$ cat src/rtl/match_pkg.sv
// rtl/match_pkg.sv - shared constants, tx state encoding and byte helper for the match-record link
package match_pkg;

    localparam int REC_W  = 60;
    localparam int COOR_W = 20;

    localparam logic [7:0] HDR0 = 8'hA5;
    localparam logic [7:0] HDR1 = 8'h5A;
    localparam logic [7:0] TRL  = 8'hEE;

    typedef enum logic [3:0] {
        S_IDLE,
        S_HDR0,
        S_HDR1,
        S_REC,
        S_WAIT,
        S_TRL,
        S_CNT_H,
        S_CNT_L,
        S_STAT,
        S_CSUM
    } tx_state_t;

    // Byte i of a record padded to 64 bits, byte 0 being the most significant.
    function automatic logic [7:0] rec_byte(logic [REC_W-1:0] rec, logic [2:0] idx);
        logic [63:0] word;
        word = {4'b0000, rec} << (8 * int'(idx));
        return word[63:56];
    endfunction

endpackage

$ cat src/rtl/match_result_tx_if.sv
// rtl/match_result_tx_if.sv - record input, byte stream and status signals of match_result_tx
interface match_result_tx_if;
    import match_pkg::*;

    logic [REC_W-1:0] rec_din;
    logic             rec_valid;
    logic             match_done;
    logic [7:0]       tx_data;
    logic             tx_valid;
    logic             tx_ready;
    logic             busy;
    logic             frame_done;
    logic             overflow;

    modport master (
        input  rec_din, rec_valid, match_done, tx_ready,
        output tx_data, tx_valid, busy, frame_done, overflow
    );

    modport slave (
        output rec_din, rec_valid, match_done, tx_ready,
        input  tx_data, tx_valid, busy, frame_done, overflow
    );
endinterface

$ cat src/rtl/match_rec_fifo.sv
// rtl/match_rec_fifo.sv - show-ahead synchronous record FIFO; a push into a full FIFO lands if a pop
// happens on the same edge
module match_rec_fifo #(
    parameter int W  = 60,
    parameter int AW = 4
) (
    input  logic         clk,
    input  logic         rst,
    input  logic         push,
    input  logic         pop,
    input  logic [W-1:0] din,
    output logic [W-1:0] dout,
    output logic         full,
    output logic         empty,
    output logic [AW:0]  level
);
    logic [W-1:0]  mem [2**AW];
    logic [AW-1:0] wr_ptr;
    logic [AW-1:0] rd_ptr;
    logic [AW:0]   cnt;
    logic          do_push;
    logic          do_pop;

    assign do_pop  = pop && !empty;
    assign do_push = push && (!full || do_pop);

    always_ff @(posedge clk) begin
        if (do_push) begin
            mem[wr_ptr] <= din;
        end
    end

    always_ff @(posedge clk) begin
        if (rst) begin
            wr_ptr <= '0;
            rd_ptr <= '0;
            cnt    <= '0;
        end else begin
            if (do_push) begin
                wr_ptr <= wr_ptr + 1'b1;
            end
            if (do_pop) begin
                rd_ptr <= rd_ptr + 1'b1;
            end
            cnt <= cnt + (AW+1)'(do_push) - (AW+1)'(do_pop);
        end
    end

    assign dout  = mem[rd_ptr];
    assign full  = cnt[AW];
    assign empty = (cnt == '0);
    assign level = cnt;
endmodule

$ cat src/rtl/match_result_tx.sv
// rtl/match_result_tx.sv - buffers matcher records and frames them as header, 8-byte records and
// count/status/checksum trailer on a valid/ready byte stream
module match_result_tx #(
    parameter int         FIFO_AW = 4,
    parameter logic [7:0] HDR0    = match_pkg::HDR0,
    parameter logic [7:0] HDR1    = match_pkg::HDR1,
    parameter logic [7:0] TRL     = match_pkg::TRL
) (
    input logic               clk,
    input logic               rst,
    match_result_tx_if.master bus
);
    import match_pkg::*;

    tx_state_t        state;
    tx_state_t        state_n;
    logic [2:0]       idx;
    logic [15:0]      count;
    logic [7:0]       csum;
    logic             done_pending;
    logic             ovf;
    logic             ovf_next;

    logic [REC_W-1:0] rec;
    logic             fifo_full;
    logic             fifo_empty;
    logic [FIFO_AW:0] level;

    logic [7:0]       tx_data;
    logic             tx_valid;
    logic             accept;
    logic             pop;
    logic             push_ok;
    logic             drop;
    logic             avail_next;
    logic             in_trailer;
    logic             frame_done;
    tx_state_t        next_sel;

    match_rec_fifo #(.W(REC_W), .AW(FIFO_AW)) u_fifo (
        .clk   (clk),
        .rst   (rst),
        .push  (bus.rec_valid),
        .pop   (pop),
        .din   (bus.rec_din),
        .dout  (rec),
        .full  (fifo_full),
        .empty (fifo_empty),
        .level (level)
    );

    assign accept     = tx_valid && bus.tx_ready;
    assign pop        = (state == S_REC) && (idx == 3'd7) && accept;
    assign push_ok    = bus.rec_valid && (!fifo_full || pop);
    assign drop       = bus.rec_valid && fifo_full && !pop;
    // A record is available next cycle unless the FIFO drains on this edge with no refill.
    assign avail_next = push_ok || (level > (FIFO_AW+1)'(pop));
    assign in_trailer = state inside {S_TRL, S_CNT_H, S_CNT_L, S_STAT, S_CSUM};
    assign next_sel   = avail_next ? S_REC : (done_pending ? S_TRL : S_WAIT);
    assign frame_done = (state == S_CSUM) && accept;

    always_ff @(posedge clk) begin
        if (rst) begin
            state <= S_IDLE;
        end else begin
            state <= state_n;
        end
    end

    always_comb begin
        state_n  = state;
        tx_valid = 1'b0;
        tx_data  = 8'h00;
        case (state)
            S_IDLE: begin
                if (!fifo_empty || done_pending) state_n = S_HDR0;
            end
            S_HDR0: begin
                tx_valid = 1'b1;
                tx_data  = HDR0;
                if (accept) state_n = S_HDR1;
            end
            S_HDR1: begin
                tx_valid = 1'b1;
                tx_data  = HDR1;
                if (accept) state_n = next_sel;
            end
            S_REC: begin
                tx_valid = 1'b1;
                tx_data  = rec_byte(rec, idx);
                if (pop) state_n = next_sel;
            end
            S_WAIT: begin
                state_n = next_sel;
            end
            S_TRL: begin
                tx_valid = 1'b1;
                tx_data  = TRL;
                if (accept) state_n = S_CNT_H;
            end
            S_CNT_H: begin
                tx_valid = 1'b1;
                tx_data  = count[15:8];
                if (accept) state_n = S_CNT_L;
            end
            S_CNT_L: begin
                tx_valid = 1'b1;
                tx_data  = count[7:0];
                if (accept) state_n = S_STAT;
            end
            S_STAT: begin
                tx_valid = 1'b1;
                tx_data  = {7'b0, ovf};
                if (accept) state_n = S_CSUM;
            end
            S_CSUM: begin
                tx_valid = 1'b1;
                tx_data  = csum;
                if (accept) state_n = S_IDLE;
            end
            default: state_n = S_IDLE;
        endcase
    end

    always_ff @(posedge clk) begin
        if (rst) begin
            idx          <= '0;
            count        <= '0;
            csum         <= '0;
            done_pending <= 1'b0;
            ovf          <= 1'b0;
            ovf_next     <= 1'b0;
        end else begin
            if ((state == S_REC) && accept) begin
                idx <= idx + 1'b1;
            end

            // A fresh pulse wins over the clear so a run ending during the trailer is not lost.
            if (bus.match_done) begin
                done_pending <= 1'b1;
            end else if ((state_n == S_TRL) && (state != S_TRL)) begin
                done_pending <= 1'b0;
            end

            if (frame_done) begin
                csum <= '0;
            end else if (accept && (state inside {S_REC, S_CNT_H, S_CNT_L, S_STAT})) begin
                csum <= csum ^ tx_data;
            end

            if (frame_done) begin
                count <= '0;
            end else if (pop && (count != 16'hFFFF)) begin
                count <= count + 16'd1;
            end

            // Drops while the trailer is going out are reported in the next frame's STAT byte.
            if (frame_done) begin
                ovf      <= ovf_next || drop;
                ovf_next <= 1'b0;
            end else if (drop) begin
                if (in_trailer) begin
                    ovf_next <= 1'b1;
                end else begin
                    ovf <= 1'b1;
                end
            end
        end
    end

    assign bus.tx_data    = tx_data;
    assign bus.tx_valid   = tx_valid;
    assign bus.frame_done = frame_done;
    assign bus.overflow   = ovf;
    assign bus.busy       = (state != S_IDLE) || !fifo_empty || done_pending;
endmodule

$ cat src/flat_wrapper.sv
// flat-port wrapper written by rule: the top's interface ports become plain ports
module match_result_tx_flat import match_pkg::*;
#(
    parameter int         FIFO_AW = 4,
    parameter logic [7:0] HDR0    = match_pkg::HDR0,
    parameter logic [7:0] HDR1    = match_pkg::HDR1,
    parameter logic [7:0] TRL     = match_pkg::TRL
)
  (clk, rst, bus_rec_din, bus_rec_valid, bus_match_done, bus_tx_ready, bus_tx_data, bus_tx_valid, bus_busy, bus_frame_done, bus_overflow);
  match_result_tx_if bus_i ();
  input logic clk;
  input logic rst;
  input wire logic [$bits(bus_i.rec_din)-1:0] bus_rec_din;
  input wire logic [$bits(bus_i.rec_valid)-1:0] bus_rec_valid;
  input wire logic [$bits(bus_i.match_done)-1:0] bus_match_done;
  input wire logic [$bits(bus_i.tx_ready)-1:0] bus_tx_ready;
  output wire logic [$bits(bus_i.tx_data)-1:0] bus_tx_data;
  output wire logic [$bits(bus_i.tx_valid)-1:0] bus_tx_valid;
  output wire logic [$bits(bus_i.busy)-1:0] bus_busy;
  output wire logic [$bits(bus_i.frame_done)-1:0] bus_frame_done;
  output wire logic [$bits(bus_i.overflow)-1:0] bus_overflow;
  assign bus_i.rec_din = bus_rec_din;
  assign bus_i.rec_valid = bus_rec_valid;
  assign bus_i.match_done = bus_match_done;
  assign bus_i.tx_ready = bus_tx_ready;
  assign bus_tx_data = bus_i.tx_data;
  assign bus_tx_valid = bus_i.tx_valid;
  assign bus_busy = bus_i.busy;
  assign bus_frame_done = bus_i.frame_done;
  assign bus_overflow = bus_i.overflow;
  match_result_tx #(.FIFO_AW(FIFO_AW), .HDR0(HDR0), .HDR1(HDR1), .TRL(TRL)) u_core (.clk(clk), .rst(rst), .bus(bus_i));
endmodule
$ cat config.mk
export PLATFORM = sky130hd
export DESIGN_NAME = match_result_tx_flat
export DESIGN_NICKNAME = d
export VERILOG_FILES = /design/src/rtl/match_pkg.sv /design/src/rtl/match_result_tx_if.sv /design/src/rtl/match_rec_fifo.sv /design/src/rtl/match_result_tx.sv /design/src/flat_wrapper.sv
export SDC_FILE = /design/constraint.sdc
export NUM_CORES = 1
export LEC_CHECK = 0
export BUFFER_PORTS_ARGS = -buffer_cell sky130_fd_sc_hd__buf_2
export CAP_MARGIN = 20
export CORE_UTILIZATION = 39
export DETAILED_ROUTE_END_ITERATION = 12
export GPL_ROUTABILITY_DRIVEN = 0
export PLACE_DENSITY = 0.56
export SLEW_MARGIN = 20
export SYNTH_ARGS = -nofsm -noshare
export SYNTH_HDL_FRONTEND = slang
export SYNTH_SLANG_ARGS = --single-unit
$ cat constraint.sdc
create_clock -name clk -period 6.6 [get_ports clk]
set_clock_uncertainty 0.1 [all_clocks]
set_input_delay 0.33 -clock clk [delete_from_list [all_inputs] [get_ports clk]]
set_output_delay 0.33 -clock clk [all_outputs]
set_load 0.005 [all_outputs]
# ---- Yosys cells after proc, flatten, opt, wreduce, memory -nomap -nowiden
# Memories as Yosys holds them, arrays and structs flattened. A register that Yosys moved wholly into a read port is not among the register bits.
# Cells that the tools add are included.
dict set report word_totals {
  regBits 47
  mem_bits_rw 960
  inputBits 65
  n_memories 1
}
# name depth word_bits read_ports rd_clocked_by_memory_dff wr line
set mem_list {}
lappend mem_list {u_core.u_fifo.mem 16 60 1 1 1 match_rec_fifo.sv:17} ;# logic [W-1:0] mem [2**AW];
dict set report op_classes {
  n_addsub 6
  magnitude_cmp 1
  eq_ne 14
  shifts 1
  muxes 23
  bitwise 1
  n_reduce_logical 34
}
# cell n
set op_table {}
lappend op_table {{$pmux 8 s8} 1}
lappend op_table {{$shl 60x6->64} 1}
lappend op_table {{$mux 4} 12}
lappend op_table {{$pmux 4 s10} 1}
lappend op_table {{$eq 4x3->1 const B} 5}
lappend op_table {{$add 16x1->16 const B} 1}
lappend op_table {{$ne 16x16->1 const B} 1}
lappend op_table {{$logic_and 1x1->1} 13}
lappend op_table {{$mux 1} 9}
lappend op_table {{$add 4x1->4 const B} 2}
lappend op_table {{$eq 4x2->1 const B} 2}
lappend op_table {{$eq 4x4->1 const B} 2}
lappend op_table {{$reduce_bool 4->1} 2}
lappend op_table {{$reduce_or 8->1} 1}
lappend op_table {{$xor 8x8->8} 1}
lappend op_table {{$logic_or 1x1->1} 7}
lappend op_table {{$add 5x1->5} 1}
lappend op_table {{$gt 5x1->1} 1}
lappend op_table {{$logic_not 5->1} 1}
lappend op_table {{$reduce_bool 5->1} 1}
lappend op_table {{$sub 5x1->5} 1}
lappend op_table {{$eq 4x1->1 const B} 1}
lappend op_table {{$logic_not 4->1} 1}
lappend op_table {{$ne 4x3->1 const B} 1}
lappend op_table {{other kinds (7)} 11}

# ---- Logic depth before layout (Yosys ltp)
# Gate-level depths: netlist (run 1).
dict set report logic_depth {
  depth_word 15
  ltp_mapped 17
}

# ---- Cells and area by module
# Synthesis (run 1) repeated with hierarchy kept, for this count alone.
dict set report unflattened {
  cells_unflattened 1912
  hier_area_um2 39514.1
}
# module n_inst cells_per_inst area_each_um2 seq_area_each_um2
set modules_own_cells {}
lappend modules_own_cells {match_rec_fifo 1 1570 36715.2 29168.0}
lappend modules_own_cells {match_result_tx 1 342 2798.9 680.7}

# ---- Least setup slack after synthesis (run 1)
# Ideal clock, no wire load.
dict set report synth_path {
  kind {register to register}
  startpoint {reg u_core.idx[0]}
  endpoint {mem u_core.u_fifo.mem[3][0] (enable)}
  setup_ps 552
  arrival_time_ps 5767
  setup_slack_ps 181
  stages_incl_launch_ff 9
  path_buffers 1
  synth_period_minus_slack_ps 6419
  cell_sequence {dfxtp_1 ha_1 ha_1 nand2b_1 or3_1 clkbuf_1 a21boi_4 nand2_1 nor3_1}
}
dict set report synth_via {
  elab_chain_cells 8
}
# element line
set synth_rtl {}
lappend synth_rtl {{from (decl)} match_result_tx.sv:17} ;# logic [2:0] idx;
lappend synth_rtl {{from (signal assigned)} match_result_tx.sv:135} ;# idx <= idx + 1'b1;
lappend synth_rtl {{$eq 3x3->1} match_result_tx.sv:53} ;# assign pop = (state == S_REC) && (idx == 3'd7) && accept;
lappend synth_rtl {{$logic_and 1x1->1 (2 in a row)} match_result_tx.sv:53}
lappend synth_rtl {{$logic_and 1x1->1} match_rec_fifo.sv:24} ;# assign do_pop = pop && !empty;
lappend synth_rtl {{$logic_or 1x1->1} match_rec_fifo.sv:25} ;# assign do_push = push && (!full || do_pop);
lappend synth_rtl {{$logic_and 1x1->1} match_rec_fifo.sv:25}
lappend synth_rtl {{$mux 1} match_rec_fifo.sv:28} ;# if (do_push) begin
lappend synth_rtl {{$mux 1 (not written as such)} match_rec_fifo.sv:29} ;# mem[wr_ptr] <= din;
lappend synth_rtl {{to (decl)} match_rec_fifo.sv:17}
# Every way passes these cells.

==> results.md, run 1 <==
- The cell area reported after detailed placement is 42,100 um^2.
- The final number of max-transition violations came to 0.
- The area of the die is approximately 100,000 um^2.
- The final hold violation count is 0.
- Dividing the detail-routed wire length by the instance count gives 28.1 um.
- The count of H-tree levels built during CTS is 3.
- The post-detailed-placement half-perimeter wirelength is 58,100 um.
- The total negative slack for setup checks is 0 ns.
- The arrival time of data at the critical path endpoint is 4.79 ns.
- The capture point of the critical path is bus_tx_data[2].
- The reg-to-reg setup timing slack is 2.19 ns.
- The worst setup slack after placement is 2.06 ns.
- The post-route DRC violation count is 0.
- From left edge to right edge, the die measures roughly 320 um.
- The number of nets in the synthesized netlist is 2,078.
- Combinational logic burns roughly 5.8% of the power.
- The number of vias per cell after detailed routing is ~5.6.
- The time the worst path needs with I/O delays and setup is 5.22 ns.
- The depth of the most critical reg-to-reg path is 8.
- After the first detailed-routing iteration, the DRC count stood at 1,805.
- The via count is 20,300.
- The via count of the first global-routing pass is 20,800.
- In this run, synthesis inferred 960 flip-flops with an integrated enable.
- The Yosys step of the flow raised 0 warnings.
- In this run the worst hold path is classified as in -> reg.
- Setup repair after global routing left no endpoint under its margin.
- For the pin with the worst max-slew slack, the measured transition is around 1.1 ns.
- The most used flip-flop cell after synthesis is edfxtp_1.
- The utilization of the core after routing is 45.1%.
- The fraction of power consumed by the clock network is between 40% and 50%.
- The share of total power in sequential cells is 53.7%.
- The maximum buffer depth of the clock tree is 3.
- The clock latency of the later-clocked register in the worst-skew pair is 0.68 ns.
- The core area is 102,000 um^2.
- The internal power is 10.6 mW.
- The cell area after synthesis is 40,100 um^2.
- The synthesis-to-layout area growth is 14.5%.
- The setup path with the least slack is of type reg -> out.
- In this run, placement finished with an instance count of 3,385.
- The number of distinct standard cells referenced by the synthesized netlist is 73.
- The final layout contains 2,273 nets.
- The switching power total is 2.97 mW.
- The analysis attributes to cell leakage a power of 14.3 nW.
- In this run the mean area of a mapped cell was between 20 and 25 um^2.
- Before antenna repair, the detailed router went through 5 iterations.
- Max-cap violations in this run came to 0.
- The worst setup margin is 1.38 ns.
- The diode insertion count for antenna repair is 0.
- The overall overflow remaining after global route is 0.
- The required time of the critical path is 6.17 ns.
- The worst IR drop on VDD is 0.000169 V.
- The starting density of the core is 39.4%.
- The switching power share of the total is 21.9%.
- The clock root buffer is clkbuf_16.
- In this run the tightest slew margin relative to its limit is 29.5%.
- The power density over the cells is 295 nW/um^2.
- The post-route non-filler standard cell count is 3,636.
- The die boundary height is 323 um.
- The run finished with clean final reports.
- Summing all non-filler instances in the final layout gives an area of 45,900 um^2.
- Based on the critical path, the design can be clocked at up to 192 MHz.
- The post-detailed-route count of antenna-violating nets is 0.
- The kind of start point of the critical path is a flop.
- The critical path capture point type is a primary output.
- The total track usage is 19.7%.
- The total CTS buffers is 104.
- The synthesized flop and latch total is 1,011.
- Of all flip-flops after synthesis, the portion carrying an async set or reset was 0%.
- The sink count of the clock tree is 1,011.
- The maximum number of pins on one net before global-route repair is 56.
- The worst path uses between 70% and 80% of the clock period.
- For this design the top-level I/O count stands at 77.
- The global-route wire length before repair is 146,000 um.
- Synthesis handed over a netlist of 1,993 instances.
- After synthesis, flip-flops and latches occupy 74.4% of the total area.
- The number of buffer cells added on primary ports is 76.
- The post-CTS setup buffer count is 0.
- Of all nets on the critical path, the largest fanout is 38.
- TritonCTS built the clock tree.
- The number of failing setup endpoints in the final timing report is 0.
- The wire length reported by the detailed router is 102,000 um.
- Cells with a size suffix above 1 make up 22.2% of the layout.
- The clock transition time at the flip-flop clock pins of the worst setup and hold paths is 0.06 ns.
- The number of antenna violations at the first check in global routing is 8.
- The reg-to-reg endpoint is u_core.csum[2].
- The number of rows in the core area is ~120.
-- power by group through the flow --
stage | registers, mW | clock network [mW] | logic, mW
2_1_floorplan | 7.39 | 0 | 0.421
3_3_place_gp | 7.40 | 0 | 0.738
3_5_place_dp | 7.41 | 0 | 0.759
4_1_cts | 7.28 | 5.59 | 0.796
5_1_grt | 7.29 | 5.82 | 0.855
6_report | 7.28 | 5.48 | 0.790
-- routing by layer --
layer	wire [um]	vias up	global-route usage (%)
met4	2350	12	5.70
met3	7140	135	4.20
met5	71	-	0
li1	-	8639	-
met1	44000	10800	27.4
met2	48600	686	31.3
-- state kept, by name (all words and copies together), names as in the netlist, named ones only --
name and flops:
u_core.idx 3, u_core.u_fifo.wr_ptr 4, u_core.bus.overflow 1, u_core.state 4, u_core.u_fifo.mem 960, u_core.u_fifo.rd_ptr 4
u_core.ovf_next 1, u_core.csum 8, u_core.u_fifo.level 5, u_core.count 16, u_core.done_pending 1
-- metrics by stage --
| stage | hold WS (ns) | power (mW) |
|---|---|---|
| 5_1_grt | 0.0615 | 14.0 |
| 4_1_cts | 0.0207 | 13.7 |
| 3_5_place_dp | 0.372 | 8.17 |
| 2_1_floorplan | 0.329 | 7.81 |
| 6_report | 0.0576 | 13.5 |
| 3_3_place_gp | 0.367 | 8.14 |
-- cells in the final DEF, fill, tap and decap left out, drive strengths merged, types with 4 or more instances in the layout --
cell type,instances
dlygate4sd3,63
or2,5
a221oi,16
xor2,13
a21boi,6
a22o,10
a211oi,9
nor2,80
nand2b,12
nand3,25
a22oi,19
a21oi,51
clkinv,47
nor2b,17
or3b,4
xnor2,9
bufinv,5
o31a,4
o211ai,9
o31ai,5
ha,19
or3,10
inv,31
nand2,56
nor3,16
mux2i,89
edfxtp,960
buf,133
o21ai,52
nand4,9
dfxtp,51
clkbuf,129
mux4,224
nor4,6
o22ai,14
and3,6
and2,4
o221ai,9
-- logic make-up after synthesis --
logic type	Yosys count	synth area share [%]
xor gates and xnor gates	22	0.480
adders and majority gates	20	0.643
DFF	1011	74.4
AOI/OAI and AO/OA	228	3.85
buffers and inverters	135	2.34
and+or+nand+nor	262	3.19
muxes	315	15.1
-- synth_stat cells (19+ instances only) --
library cell    n  area, um^2
edfxtp_1      960       28800
mux4_2        198        4460
mux2i_1        89         891
nor2_1         80         300
nand2_1        56         210
a21oi_1        51         255
dfxtp_1        51        1020
o21ai_0        47         235
clkbuf_1       27         101
inv_1          26        97.6
mux4_1         26         683
nand3_1        25         125
buf_4          21         158
a22oi_1        19         143
buf_2          19        95.1
ha_1           19         238
-- worst min-delay path by stage --
stage	from	endpoint	slack, ns	cells after the start
after floorplan	bus_rec_din[0]	u_core.u_fifo.mem[0][0]	0.33	0
final	bus_rec_valid	u_core.ovf_next	0.06	4
after global placement	u_core.ovf_next	u_core.ovf_next	0.37	2
after global routing	bus_rec_valid	u_core.u_fifo.wr_ptr[0]	0.06	4
after CTS	bus_rec_valid	u_core.ovf_next	0.02	4
after detailed placement	u_core.ovf_next	u_core.ovf_next	0.37	2
-- repair_timing --
item                      CTS  global route
hold endpoints to repair  965             0
hold buffers               63             0
gates resized for setup     0             0
-- final cells by class --
| cell class | count | area (um^2) |
|---|---|---|
| clock buffers | 129 | 2720 |
| clock inverters | 57 | 409 |
| fillers | 8679 | 56000 |
| inverters | 28 | 106 |
| multi-input cells | 847 | 9440 |
| flip-flops and latches | 1011 | 29900 |
| well taps | 1368 | 1710 |
| repair buffers | 196 | 1680 |
-- critical path, stage by stage, from the launching register on --
cell and delay [ns]:
dfxtp_4 0.72, buf_4 0.60, mux4_2 0.42, mux4_2 0.54
o21ai_0 0.58, a21oi_1 0.16, a21boi_1 0.81, inv_1 0.08
buf_2 0.16
No activity file was read; power rests on OpenSTA's default activity.
==> inputs of run 2 (changes only) <==
- clock period: 6.6 -> 4.6 ns (I/O delays scaled with it)
==> results.md, run 2 (synthesis gave the netlist of run 1 again) <==
- The power density over the cells is 434 nW/um^2 (+47%).
- The area of the die is 104,000 um^2 (unchanged).
- The met1 track demand over resource in global routing was 28.9% (+1.5 points).
- The share of the cycle needed by the critical path after routing is 97.5%.
- The maximum buffer depth of the clock tree came to 3 (unchanged).
- The die span in x was 323 um (unchanged).
- The slew of the pin with the lowest slew margin is 0.927 ns (-0.128 ns).
- The leading cell type in the layout, fill and taps excluded is edfxtp_1.
- The post-route DRC violation count was 0 (unchanged).
- The total non-filler cell area in the finished layout is 46,700 um^2 (+1.6%).
- The number of iterations in the first detailed-routing pass is 5 (unchanged).
- The routing usage on met3 is 3.69% (-0.51 points).
- The post-CTS setup buffer count is 0 (unchanged).
- The share of final-layout standard cells stronger than drive strength 1 is 24.1% (+1.9 points).
- The number of vias per cell after detailed routing is 5.65 (+1.4%).
- The worst relative slew slack is 37.7% (+8.2 points).
- The clock root buffer is clkbuf_16.
- The maximum net fanout on the critical path is 20 (-47%).
- In the final layout, the registers with the most flip-flops are u_core.u_fifo.mem: 960 flops, u_core.count: 16 flops, u_core.csum: 8 flops.
- The starting density of the core was 39.4% (unchanged).
- The number of buffer cells added on primary ports is 76 (unchanged).
- The post-CTS resize count is 0 (unchanged).
- The cell area reported after detailed placement is 42,500 um^2 (+0.96%).
- The average wire per cell in the routed design is 28.3 um (+0.66%).
- The synthesis-to-layout area growth is 16.4%.
- The number of antenna violations at the first check in global routing is 9 (+1).
- The flow ran to the end, and the final reports show no timing, DRC or antenna violations.
- The via count of the first global-routing pass is 21,000 (+1.1%).
- The post-detailed-placement half-perimeter wirelength is 58,600 um (+0.96%).
- The overall overflow remaining after global route was 0 (unchanged).
- The count of boundary I/O pins is 77 (unchanged).
- The leakage power of the design is 14.6 nW (+2.4%).
- The layer flagged by global routing as most heavily used is met2.
- TritonCTS built the clock tree.
- u_core.u_fifo.mem holds more flip-flops than any other register.
- The clock latency of the later-clocked register in the worst-skew pair is 0.68 ns (about the same).
- The post-detailed-route count of antenna-violating nets came to 0 (unchanged).
- The total track usage came to 20.1% (+0.37 points).
- STA classifies the critical path endpoint as a primary output.
- The count of hold-fix buffers inserted at cts is 66 (+4.8%).
- Setup repair after global routing left no endpoint under its margin.
- The total power after layout is 20.3 mW (+50%).
- The worst IR drop on VDD was 0.000283 V (+67%).
- The kind of start point of the critical path is a flop.
- The count of H-tree levels built during CTS is 3 (unchanged).
- In this run the worst hold path is classified as in -> reg.
- The final hold violation count is 0 (unchanged).
- The number of failing setup endpoints in the final timing report is 0 (unchanged).
- The number of rows in the core area came to 117 (unchanged).
- The maximum number of pins on one net before global-route repair came to 61 (+8.9%).
- The type of the setup path with the least slack is reg -> out.
- The arrival time of data at the critical path endpoint was 4.15 ns (-0.64 ns).
- The via count is 20,700 (+2.3%).
- The wire length reported by the detailed router is 104,000 um (+1.6%).
- The diode insertion count for antenna repair is 0 (unchanged).
- The clock transition time at the flip-flop clock pins of the worst setup and hold paths is 0.06 ns (about the same).
- After layout, the minimum clock period comes to 4.48 ns.
- The count of maximum capacitance violations is 0 (unchanged).
- The flip-flop count of the largest register, all copies and words added is 960 (unchanged).
- The required time of the critical path came to 4.27 ns (-1.90 ns).
- In the layout the commonest cells are edfxtp_1, mux4_2, clkbuf_16, mux2i_1, buf_2.
- The core area is 102,000 um^2 (unchanged).
- The global-route wire length before repair is 149,000 um (+1.9%).
- The final number of max-transition violations is 0 (unchanged).
- The total CTS buffers is 105 (+0.96%).
- The initial DRC count is 2,100 (+16%).
- The met2 track demand over resource in global routing was 31.4% (+0.14 points).
- The final net count is 2,305 (+1.4%).
- The die boundary height is 323 um (unchanged).
- The sink count of the clock tree is 1,011 (unchanged).
- The maximum achievable frequency is between 200 and 250 MHz.
run 2: cell count changes in the layout (fill, tap and decap cells not counted), moves of 3 or more:
cell / previous run / this run
buf_4: 39 / 57
clkinv_1: 29 / 14
buf_12: 16 / 28
bufinv_16: 5 / 17
clkinv_2: 17 / 24
clkbuf_1: 24 / 19
nor3_2: 4 / 0
nor3_4: 0 / 4
dlygate4sd3_1: 63 / 66
run 2: where the power goes:
part | internal, mW | leakage [nW] | total [mW] | switching [mW]
registers | 10.3 | 9.08 | 10.4 | 0.0663
clock network | 5.19 | 1.71 | 8.69 | 3.50
logic | 0.417 | 3.86 | 1.17 | 0.755
total | 15.9 | 14.6 | 20.3 | 4.32
run 2: area by class of cell:
type                       count  area (um^2)
fill                        8636        55200
sequential                  1011        29900
multi-input combinational    847         9470
clock buffer                 126         2750
timing repair buffer         227         2030
tap                         1368         1710
clock inverter                62          746
inverter                      28          106
run 2: per-stage QoR:
step                hold slack [ns]  util (%)  setup WS (ns)  setup TNS [ns]  instances
finish                        0.375      45.8          0.117               0       3669
global route                  0.372      45.8         0.0417               0       3669
CTS                           0.329      45.8          0.107               0       3669
detailed placement            0.373      41.7          0.806               0       3415
global placement              0.352      41.7          0.527               0       3414
floorplan                     0.229         -         -0.210          -71.38       1993
run 2: path summary, 6_finish.rpt:
path	to	slack (ns)	depth (start not counted)	start
max	bus_tx_data[3]	0.12	8	flop
max reg2reg	u_core.csum[3]	0.75	10	flop
min	u_core.u_fifo.mem[13][41]	0.37	2	bus_rec_din[41]
min reg2reg	u_core.ovf_next	0.40	2	u_core.ovf_next
run 2: layer usage:
layer | routed length [um] | share of wire, %
met1 | 45700 | 44
met2 | 48900 | 47
met3 | 6840 | 6.6
met4 | 2280 | 2.2
met5 | 102 | 0.098
run 2: critical path, cell delays in order, from the launching register on:
cell	delay, ns
dfxtp_4	0.65
buf_12	0.28
mux4_2	0.56
a221oi_1	0.48
o21ai_0	0.35
a211oi_1	0.65
buf_4	0.22
o31ai_1	0.10
buf_2	0.16
